$ cat config.mk
export PLATFORM = sky130hd
export DESIGN_NAME = magic_cfg_loader
export DESIGN_NICKNAME = d
export VERILOG_FILES = /design/src/rtl/magic_cfg_loader_pkg.sv /design/src/rtl/magic_cfg_loader_spi_shift8.sv /design/src/rtl/magic_cfg_loader.sv
export SDC_FILE = /design/constraint.sdc
export NUM_CORES = 1
export LEC_CHECK = 0
export BUFFER_PORTS_ARGS = -buffer_cell sky130_fd_sc_hd__buf_2
export CAP_MARGIN = 20
export CORE_ASPECT_RATIO = 0.5
export CORE_MARGIN = 2
export CORE_UTILIZATION = 56
export DETAILED_ROUTE_END_ITERATION = 10
export HOLD_SLACK_MARGIN = 0.08
export PLACE_DENSITY = 0.79
export SYNTH_ARGS = -nofsm -noshare
export SYNTH_HDL_FRONTEND = slang
export SYNTH_SLANG_ARGS = --single-unit
$ cat constraint.sdc
create_clock -name clk28 -period 3.1 [get_ports clk28]
set_input_delay 0.31 -clock clk28 [delete_from_list [all_inputs] [get_ports clk28]]
set_output_delay 0.31 -clock clk28 [all_outputs]
set_load 0.02 [all_outputs]
$ cat src/rtl/magic_cfg_loader_pkg.sv
// Shared types and constants for the boot-time config loader.
package magic_cfg_loader_pkg;

    typedef enum logic [2:0] {
        LD_WAIT,
        LD_CMD,
        LD_READ,
        LD_CHECK,
        LD_REPLAY,
        LD_DONE,
        LD_FAIL
    } loader_state_t;

    localparam logic [7:0] SPI_CMD_READ  = 8'h03;
    localparam logic [7:0] CFG_IDX_FIRST = 8'h01;

endpackage

$ cat src/rtl/magic_cfg_loader_spi_shift8.sv
// SPI mode-0 byte engine: SCK divider plus 8-bit shift register with start/done handshake.
module magic_cfg_loader_spi_shift8 #(
    parameter int unsigned CLK_DIV = 4
) (
    input  logic       clk28,
    input  logic       rst_n,
    input  logic       start,
    input  logic [7:0] tx_byte,
    input  logic       miso,
    output logic       sck,
    output logic       mosi,
    output logic       done,
    output logic [7:0] rx_byte
);

    localparam int unsigned DW = (CLK_DIV > 1) ? $clog2(CLK_DIV) : 1;

    logic          active_q, active_d;
    logic [DW-1:0] div_q, div_d;
    logic          sck_q, sck_d;
    logic [2:0]    bit_q, bit_d;
    logic [7:0]    tx_q, tx_d;
    logic [7:0]    rx_q, rx_d;
    logic          half_end;

    always_comb begin
        half_end = active_q && (div_q == DW'(CLK_DIV - 1));
        done     = half_end && sck_q && (bit_q == 3'd7);
        active_d = active_q;
        div_d    = div_q;
        sck_d    = sck_q;
        bit_d    = bit_q;
        tx_d     = tx_q;
        rx_d     = rx_q;
        // A start coinciding with done chains bytes with no gap in SCK.
        if (start && (!active_q || done)) begin
            active_d = 1'b1;
            div_d    = '0;
            sck_d    = 1'b0;
            bit_d    = 3'd0;
            tx_d     = tx_byte;
        end else if (active_q) begin
            if (half_end) begin
                div_d = '0;
                if (!sck_q) begin
                    sck_d = 1'b1;
                    rx_d  = {rx_q[6:0], miso};
                end else begin
                    sck_d = 1'b0;
                    if (bit_q == 3'd7) begin
                        active_d = 1'b0;
                    end else begin
                        bit_d = bit_q + 3'd1;
                        tx_d  = {tx_q[6:0], 1'b0};
                    end
                end
            end else begin
                div_d = div_q + DW'(1);
            end
        end
    end

    always_ff @(posedge clk28 or negedge rst_n) begin
        if (!rst_n) begin
            active_q <= 1'b0;
            div_q    <= '0;
            sck_q    <= 1'b0;
            bit_q    <= 3'd0;
            tx_q     <= 8'h00;
            rx_q     <= 8'h00;
        end else begin
            active_q <= active_d;
            div_q    <= div_d;
            sck_q    <= sck_d;
            bit_q    <= bit_d;
            tx_q     <= tx_d;
            rx_q     <= rx_d;
        end
    end

    assign sck     = sck_q;
    assign mosi    = active_q & tx_q[7];
    assign rx_byte = rx_q;

endmodule

$ cat src/rtl/magic_cfg_loader.sv
// Boot-time loader: reads a checksummed settings record from SPI EEPROM and replays it as
// config register writes, all-or-nothing.
module magic_cfg_loader
    import magic_cfg_loader_pkg::*;
#(
    parameter int unsigned CLK_DIV     = 4,
    parameter logic [23:0] REC_ADDR    = 24'h000000,
    parameter logic [7:0]  REC_SIG     = 8'hA5,
    parameter int unsigned NREG        = 11,
    parameter int unsigned START_DELAY = 1024
) (
    input  logic       clk28,
    input  logic       rst_n,
    output logic       spi_cs_n,
    output logic       spi_sck,
    output logic       spi_mosi,
    input  logic       spi_miso,
    output logic       cfg_wr,
    output logic [7:0] cfg_idx,
    output logic [7:0] cfg_data,
    output logic       busy,
    output logic       ok,
    output logic       fail
);

    localparam int unsigned CMAX = (START_DELAY > CLK_DIV) ? START_DELAY : CLK_DIV;
    localparam int unsigned CW   = $clog2(CMAX + 1);
    localparam int unsigned BW   = $clog2(NREG + 4);

    loader_state_t state_q, state_d;
    logic [CW-1:0] cnt_q, cnt_d;
    logic [BW-1:0] byte_q, byte_d;
    logic          tail_q, tail_d;
    logic          gap_q, gap_d;
    logic          cs_n_q, cs_n_d;
    logic [7:0]    sig_q, sig_d;
    logic [7:0]    sum_q, sum_d;
    logic          cfg_wr_q, cfg_wr_d;
    logic [7:0]    cfg_idx_q, cfg_idx_d;
    logic [7:0]    cfg_data_q, cfg_data_d;
    logic [7:0]    payload_q [NREG];
    logic          pl_we;
    logic [BW-1:0] pl_idx;

    logic          sh_start, sh_done;
    logic [7:0]    sh_tx, sh_rx;
    logic [7:0]    cmd_bytes [4];

    assign cmd_bytes = '{SPI_CMD_READ, REC_ADDR[23:16], REC_ADDR[15:8], REC_ADDR[7:0]};

    magic_cfg_loader_spi_shift8 #(
        .CLK_DIV (CLK_DIV)
    ) u_shift (
        .clk28   (clk28),
        .rst_n   (rst_n),
        .start   (sh_start),
        .tx_byte (sh_tx),
        .miso    (spi_miso),
        .sck     (spi_sck),
        .mosi    (spi_mosi),
        .done    (sh_done),
        .rx_byte (sh_rx)
    );

    always_comb begin
        state_d    = state_q;
        cnt_d      = cnt_q;
        byte_d     = byte_q;
        tail_d     = tail_q;
        gap_d      = gap_q;
        cs_n_d     = cs_n_q;
        sig_d      = sig_q;
        sum_d      = sum_q;
        cfg_wr_d   = 1'b0;
        cfg_idx_d  = cfg_idx_q;
        cfg_data_d = cfg_data_q;
        sh_start   = 1'b0;
        sh_tx      = 8'h00;
        pl_we      = 1'b0;
        pl_idx     = byte_q - BW'(1);
        unique case (state_q)
            LD_WAIT: begin
                if (cnt_q == CW'(START_DELAY - 1)) begin
                    cs_n_d   = 1'b0;
                    sh_start = 1'b1;
                    sh_tx    = cmd_bytes[0];
                    byte_d   = '0;
                    state_d  = LD_CMD;
                end else begin
                    cnt_d = cnt_q + CW'(1);
                end
            end
            LD_CMD: begin
                if (sh_done) begin
                    sh_start = 1'b1;
                    if (byte_q == BW'(3)) begin
                        byte_d  = '0;
                        state_d = LD_READ;
                    end else begin
                        sh_tx  = cmd_bytes[2'(byte_q + BW'(1))];
                        byte_d = byte_q + BW'(1);
                    end
                end
            end
            LD_READ: begin
                // tail_q: last bit shifted, hold CS for one more SCK half-period
                if (tail_q) begin
                    if (cnt_q == CW'(CLK_DIV - 1)) begin
                        cs_n_d  = 1'b1;
                        tail_d  = 1'b0;
                        state_d = LD_CHECK;
                    end else begin
                        cnt_d = cnt_q + CW'(1);
                    end
                end else if (sh_done) begin
                    sum_d = sum_q + sh_rx;
                    if (byte_q == '0) sig_d = sh_rx;
                    if (byte_q != '0 && byte_q <= BW'(NREG)) pl_we = 1'b1;
                    if (byte_q == BW'(NREG + 1)) begin
                        tail_d = 1'b1;
                        cnt_d  = '0;
                    end else begin
                        byte_d   = byte_q + BW'(1);
                        sh_start = 1'b1;
                    end
                end
            end
            LD_CHECK: begin
                if (sig_q == REC_SIG && sig_q != 8'hFF && sum_q == 8'h00) begin
                    byte_d  = '0;
                    gap_d   = 1'b0;
                    state_d = LD_REPLAY;
                end else begin
                    state_d = LD_FAIL;
                end
            end
            LD_REPLAY: begin
                if (gap_q) begin
                    gap_d  = 1'b0;
                    byte_d = byte_q + BW'(1);
                end else begin
                    cfg_wr_d   = 1'b1;
                    cfg_idx_d  = CFG_IDX_FIRST + 8'(byte_q);
                    cfg_data_d = payload_q[byte_q];
                    if (byte_q == BW'(NREG - 1)) state_d = LD_DONE;
                    else gap_d = 1'b1;
                end
            end
            LD_DONE, LD_FAIL: ;
            default: state_d = LD_WAIT;
        endcase
    end

    always_ff @(posedge clk28 or negedge rst_n) begin
        if (!rst_n) begin
            state_q    <= LD_WAIT;
            cnt_q      <= '0;
            byte_q     <= '0;
            tail_q     <= 1'b0;
            gap_q      <= 1'b0;
            cs_n_q     <= 1'b1;
            sig_q      <= 8'h00;
            sum_q      <= 8'h00;
            cfg_wr_q   <= 1'b0;
            cfg_idx_q  <= 8'h00;
            cfg_data_q <= 8'h00;
            for (int i = 0; i < NREG; i++) payload_q[i] <= 8'h00;
        end else begin
            state_q    <= state_d;
            cnt_q      <= cnt_d;
            byte_q     <= byte_d;
            tail_q     <= tail_d;
            gap_q      <= gap_d;
            cs_n_q     <= cs_n_d;
            sig_q      <= sig_d;
            sum_q      <= sum_d;
            cfg_wr_q   <= cfg_wr_d;
            cfg_idx_q  <= cfg_idx_d;
            cfg_data_q <= cfg_data_d;
            if (pl_we) payload_q[pl_idx] <= sh_rx;
        end
    end

    assign spi_cs_n = cs_n_q;
    assign cfg_wr   = cfg_wr_q;
    assign cfg_idx  = cfg_idx_q;
    assign cfg_data = cfg_data_q;
    assign ok       = (state_q == LD_DONE);
    assign fail     = (state_q == LD_FAIL);
    assign busy     = !(ok || fail);

endmodule

# Word level (Yosys, flattened, before mapping)
# Cells that the tools add are included.
# classes
n_eq_ne	32
div_mod_pow	0
order_cmp	5
mux	83
addsub	7
n_reduce_logical	34
shifts	0
bitwise_logic	9
multipliers	0
# ops
operator	n
8-bit two-way mux	12
88-bit bitwise mux	1
11-bit two-way mux	5
3-bit two-way mux	12
8-bit binary-select mux with 4-bit select	1
8-bit demux with 4-bit select	1
4-bit two-way mux	8
1-bit two-way mux	30
2-bit inequality test, second input constant	13
11-bit one-hot mux with 2 select lines	1
4-bit one-hot mux with 5 select lines	1
3-bit one-hot mux with 6 select lines	1
8-bit binary-select mux with 2-bit select	1
8-bit one-hot mux with 2 select lines	1
4-bit AND reduction	4
8-bit AND reduction	2
3-bit equality test, second input constant	4
11-bit by 1-bit adder with 11-bit output, second input constant	1
11-bit by 10-bit equality test with 1-bit output, second input constant	1
11-bit by 2-bit equality test with 1-bit output, second input constant	1
5-bit greater-or-equal comparator, second input constant	2
2-bit two-way mux	5
4-bit inverter with 5-bit output	2
2-bit nonzero test	5
35 further kinds	55
# word_totals
mem_bits_rw	0
mem_bits_ro	0
ff_bits	165
out_inout_bits	23
latch_bits	0
memories	0
inputBits	3

# Logic depth before layout (Yosys ltp)
# logic_depth
depth_word	10
mapped_depth	12
ltp_nobuf	8

# Modules after synthesis
# Synthesis repeated with hierarchy kept, for this count alone.
# unflattened
hier_cells	676
hier_area_um2	8380.5
# modules_own_cells
mod	cells_per_inst	seq_area_each_um2	instances	area_each_um2
magic_cfg_loader	591	3479.6	1	7280.7
magic_cfg_loader_spi_shift8	85	575.6	1	1099.8

# Worst setup path before layout
# No wires, ideal clock.
# synth_path
kind	reg-to-reg
start	register byte_q[0]
end	register payload_q[56] (netlist bit)
stages_incl_launch_ff	12
slack_ns	-0.145
t_required_ns	2.975
n_path_buf	4
period_less_slack_ns	3.245
arrival_ns	3.121
setup_ns	0.125
path_cell_list	dfrtp_1 > buf_2 > buf_2 > buf_2 > inv_1 > ha_1 > clkbuf_1 > or2_1 > o21a_1 > o22ai_1 > nand3_1 > mux2_2
# synth_via
elab_chain_len	7
elab_cells_between_ends	15
cone_classes	add/sub: 1; order compare: 3; mux: 7; bitwise: 1; reduce/logical: 3
# synth_lines
element	line	text
start: declaration	magic_cfg_loader.sv:32	logic [BW-1:0] byte_q, byte_d;
start signal: assignment	magic_cfg_loader.sv:171	byte_q <= byte_d;
4-bit by 1-bit subtractor with 4-bit output (*)	magic_cfg_loader.sv:80	pl_idx = byte_q - BW'(1);
named net pl_idx[0]	magic_cfg_loader.sv:43	logic [BW-1:0] pl_idx;
4-bit inverter with 5-bit output (implied by the code) (*)	magic_cfg_loader.sv:180	if (pl_we) payload_q[pl_idx] <= sh_rx;
5-bit greater-or-equal comparator (implied by the code) / 5-bit by 1-bit < comparator with 1-bit output (equally long branches)	magic_cfg_loader.sv:180	
1-bit logical AND (implied by the code)	magic_cfg_loader.sv:180	
8-bit two-way mux (implied by the code)	magic_cfg_loader.sv:180	
8-bit demux with 4-bit select (*)	magic_cfg_loader.sv:180	
88-bit bitwise mux (*)	magic_cfg_loader.sv:180	
end signal: indexed assignment	magic_cfg_loader.sv:180	
end: declaration	magic_cfg_loader.sv:41	logic [7:0] payload_q [NREG];
# The timed path passes the listed nets; every way through them passes the cells marked *.
# A chain may end at the register's enable or synchronous reset.

# Worst setup path in the final report
# layout_path
start	register cnt_q[0]
end	register u_shift.tx_q[0]
# layout_via
elab_chain_len	6
elab_cells_between_ends	12
cone_classes	eq/ne: 2; mux: 5; reduce/logical: 5
# layout_lines
element	line	text
start: declaration	magic_cfg_loader.sv:31	logic [CW-1:0] cnt_q, cnt_d;
start signal: assignment	magic_cfg_loader.sv:170	cnt_q <= cnt_d;
11-bit by 10-bit equality test with 1-bit output (*)	magic_cfg_loader.sv:83	if (cnt_q == CW'(START_DELAY - 1)) begin
1-bit two-way mux	magic_cfg_loader.sv:83	
1-bit one-hot mux with 3 select lines	magic_cfg_loader.sv:81	unique case (state_q)
1-bit logical AND	magic_cfg_loader_spi_shift8.sv:36	if (start && (!active_q || done)) begin
2-bit by 1-bit inequality test with 1-bit output (no source line) / 2-bit nonzero test (equally long branches)	--	
4-bit AND reduction (no source line)	--	
end signal: assignment	magic_cfg_loader_spi_shift8.sv:76	tx_q <= tx_d;
end: declaration	magic_cfg_loader_spi_shift8.sv:22	logic [7:0] tx_q, tx_d;
# Mark *: on every way between the ends. The rest lies on a longest branch, timed or not.

==> results.py <==
metrics = {
    "timing": {
        "finalCriticalPeriod_ns": 2.69,
        "slew_violations": 0,
        "fmax_mhz": 372,
        "hold_viol": 0,
        "max_slew_margin_pct": 35.8,
        "fin_tns_setup_ns": 0,
        "finalSetupViolations": 0,
        "rsz0062_at_grt": "no",
        "post-route-period-util_pct": 86.7,
        "worst_clock_skew_ns": 0.0118,
        "worstMarginPinSlew_ns": 0.957,
    },
    "global_route": {
        "grt_max_degree": 78,
        "grt_pass1_wl_mm": 27.9,
        "grt_antenna_before_repair": 0,
        "track_usage_pct": 23.6,
        "grt_pass1_vias": 5400,
        "globalRouteOverflowTotal": 0,
    },
    "yosys": {
        "yosysSeqAreaShare_pct": 50.3,
        "syn_inst": 698,
        "yosys_warnings": 0,
        "yosysUniqueCellTypes": 68,
        "synth-edff-count": 0,
        "syn_area_per_cell_um2": 11.6,
        "synth-async-reset-ratio_pct": 100,
        "synth-main-ff-cell": "dfrtp_1",
        "synthesis.area_mm2": 0.00806,
        "ys_seq_elements": 162,
    },
    "detailed_routing": {
        "vias": 5462,
        "drcViolationCount": 0,
        "routedWlPerCell_um": 18.6,
        "detailedRoute.firstPassIterationCount": 5,
        "drt-initial-drc-count": 366,
        "drtAntennaViolNets": 0,
        "drt-total-wl_mm": 17.0,
        "vias_per_cell": 5.96,
    },
    "clocking": {
        "clkLatencyLatePin_ns": 0.43,
        "htreeDepth": 4,
        "numCtsBuffers": 17,
        "cts_tree": "yes",
        "cts_setup_buffers": 0,
        "hold_buffers": 1,
        "cts-resized-gates": 0,
        "clk_pin_slew_ns": 0.06,
        "clock_path_buffers": 2,
        "cts_root_buf": "clkbuf_16",
        "cts_sinks": 162,
    },
    "power_and_ir_drop": {
        "p_leak_nw": 4.19,
        "ir_drop_mv": 0.413,
        "p_per_area_mw_per_mm2": 472,
    },
    "finish": {
        "utilization_pct": 64.7,
        "syn_to_final_growth_pct": 10.8,
        "fillers": 1016,
        "final_nets": 733,
        "final_common_cell": "dfrtp_1",
        "final_cell_mix": "dfrtp_1 (160), mux2_2 (105), nand2_1 (78)",
        "drive_above_1_share_pct": 28.2,
        "insertedDiodeCount": 0,
    },
    "min_path": {
        "hold_class": "in -> reg",
    },
    "die": {
        "die_y_um": 88.9,
        "start_util_pct": 58.4,
        "rows": 30,
        "die_w_um": 174,
        "fp.dieArea_mm2": 0.0154,
        "coreArea_mm2": 0.0138,
        "ios": 26,
    },
    "setup_path": {
        "cp.arrival_ns": 3.05,
        "critPathKind": "reg -> reg",
        "cp-end-kind": "flip-flop",
        "critPathLaunchType": "flip-flop",
        "crit_path_max_fanout": 14,
        "crit_required_ns": 3.46,
    },
    "run": {
        "cap_violations": 0,
    },
    "status": {
        "status": "finished, final reports clean",
    },
    "place": {
        "dp_hpwl_mm": 11.0,
        "gp_congestion": 0.875,
        "port_buffers": 22,
    },
}
[layout make-up]
cell class | instances | area, µm² | area share (%)
sequential | 162 | 4060 | 45.4
multi-input combinational | 481 | 3790 | 42.4
clock buffer | 20 | 447 | 5.00
tap | 192 | 240 | 2.69
timing repair buffer | 34 | 221 | 2.48
clock inverter | 12 | 124 | 1.39
inverter | 15 | 56.3 | 0.630
[worst max-delay path: stages, from the launching register on]
cell and delay (ns):
dfrtp_1 0.40, ha_1 0.28, nand2_1 0.10, or4_4 0.56, nand3b_1 0.23, o21ai_1 0.77
o21ba_2 0.27
[power by group]
group	leakage, nW	switching (mW)	internal [mW]
Sequential	2.24	0.000429	2.11
Clock	0.278	0.902	1.15
Combinational	1.67	0.0470	0.00751
[stage by stage]
stage	power (mW)	cells	instance area (µm²)	setup WS (ns)	hold slack (ns)
4_1_cts	4.24	916	8930	0.446	0.111
6_report	4.22	916	8930	0.412	0.119
2_1_floorplan	2.16	700	8090	0.0760	0.0144
3_5_place_dp	2.21	883	8350	0.484	0.380
5_1_grt	4.34	916	8930	0.238	0.110
3_3_place_gp	2.21	883	8350	0.595	0.371
[final timing paths]
check	startpoint	end	slack [ns]	depth (start not counted)
min	spi_miso	u_shift.rx_byte[0]	0.12	2
max reg2reg	cnt_q[0]	u_shift.tx_q[0]	0.41	6
min in group asynchronous	rst_n	payload_q[67]	0.47	2
max in group asynchronous	rst_n	payload_q[5]	1.74	3
max	cnt_q[0]	u_shift.tx_q[0]	0.41	6
min reg2reg	cfg_idx[1]	cfg_idx[1]	0.47	2
[flip-flops by register name (all words and copies together), names as in the netlist, 2 cells and up]
| name | flops |
|---|---|
| u_shift.div_q | 2 |
| payload_q | 88 |
| cfg_data | 8 |
| byte_q | 4 |
| state_q | 3 |
| cnt_q | 11 |
| sum_q | 8 |
| u_shift.bit_q | 3 |
| cfg_idx | 5 |
| u_shift.rx_byte | 8 |
| sig_q | 8 |
| u_shift.tx_q | 8 |
[cell usage after synthesis (3+ instances only)]
| cell | count | share of area (%) |
|---|---|---|
| nor4b_1 | 3 | 0.33 |
| inv_1 | 14 | 0.65 |
| nor4_1 | 3 | 0.23 |
| xor2_1 | 8 | 0.87 |
| mux2_2 | 105 | 15 |
| and2_1 | 3 | 0.23 |
| o31ai_1 | 4 | 0.37 |
| nand3b_1 | 4 | 0.37 |
| ha_1 | 18 | 2.8 |
| mux2i_1 | 19 | 2.4 |
| nand3_2 | 4 | 0.50 |
| nor3b_1 | 5 | 0.47 |
| o21ai_0 | 44 | 2.7 |
| buf_4 | 4 | 0.37 |
| and3_1 | 4 | 0.31 |
| o2bb2ai_1 | 3 | 0.33 |
| o211ai_1 | 4 | 0.37 |
| nor3_1 | 10 | 0.62 |
| nor2b_1 | 7 | 0.54 |
| a31oi_1 | 4 | 0.31 |
| o21a_1 | 4 | 0.37 |
| nand2_1 | 78 | 3.6 |
| nor2_1 | 37 | 1.7 |
| xnor2_1 | 3 | 0.33 |
| dfrtp_1 | 161 | 50 |
| nand4_1 | 3 | 0.23 |
| buf_2 | 10 | 0.62 |
| mux4_2 | 16 | 4.5 |
| clkbuf_1 | 25 | 1.2 |
| a21oi_1 | 24 | 1.5 |
| nand3_1 | 15 | 0.93 |
[metal layers]
metal  GRT usage, %  up-vias  routed length [µm]
li1               -     2524                   -
met1           30.8     2796                7780
met2           39.5      117                8210
met3           6.01       25                 767
met4           8.25        0                 250
met5              0        -                   0
[logic make-up after synthesis]
| kind of cell | count (synthesis) | share of synthesized area [%] |
|---|---|---|
| adders and majority gates | 19 | 3.04 |
| and+or+nand+nor | 198 | 12.5 |
| DFF | 162 | 50.3 |
| xor gates and xnor gates | 11 | 1.19 |
| muxes | 142 | 21.8 |
| buffers and inverters | 57 | 3.01 |
| other | 1 | 0.0465 |
| AOI/OAI and AO/OA | 108 | 8.11 |
No activity file was read; power rests on OpenSTA's default activity.
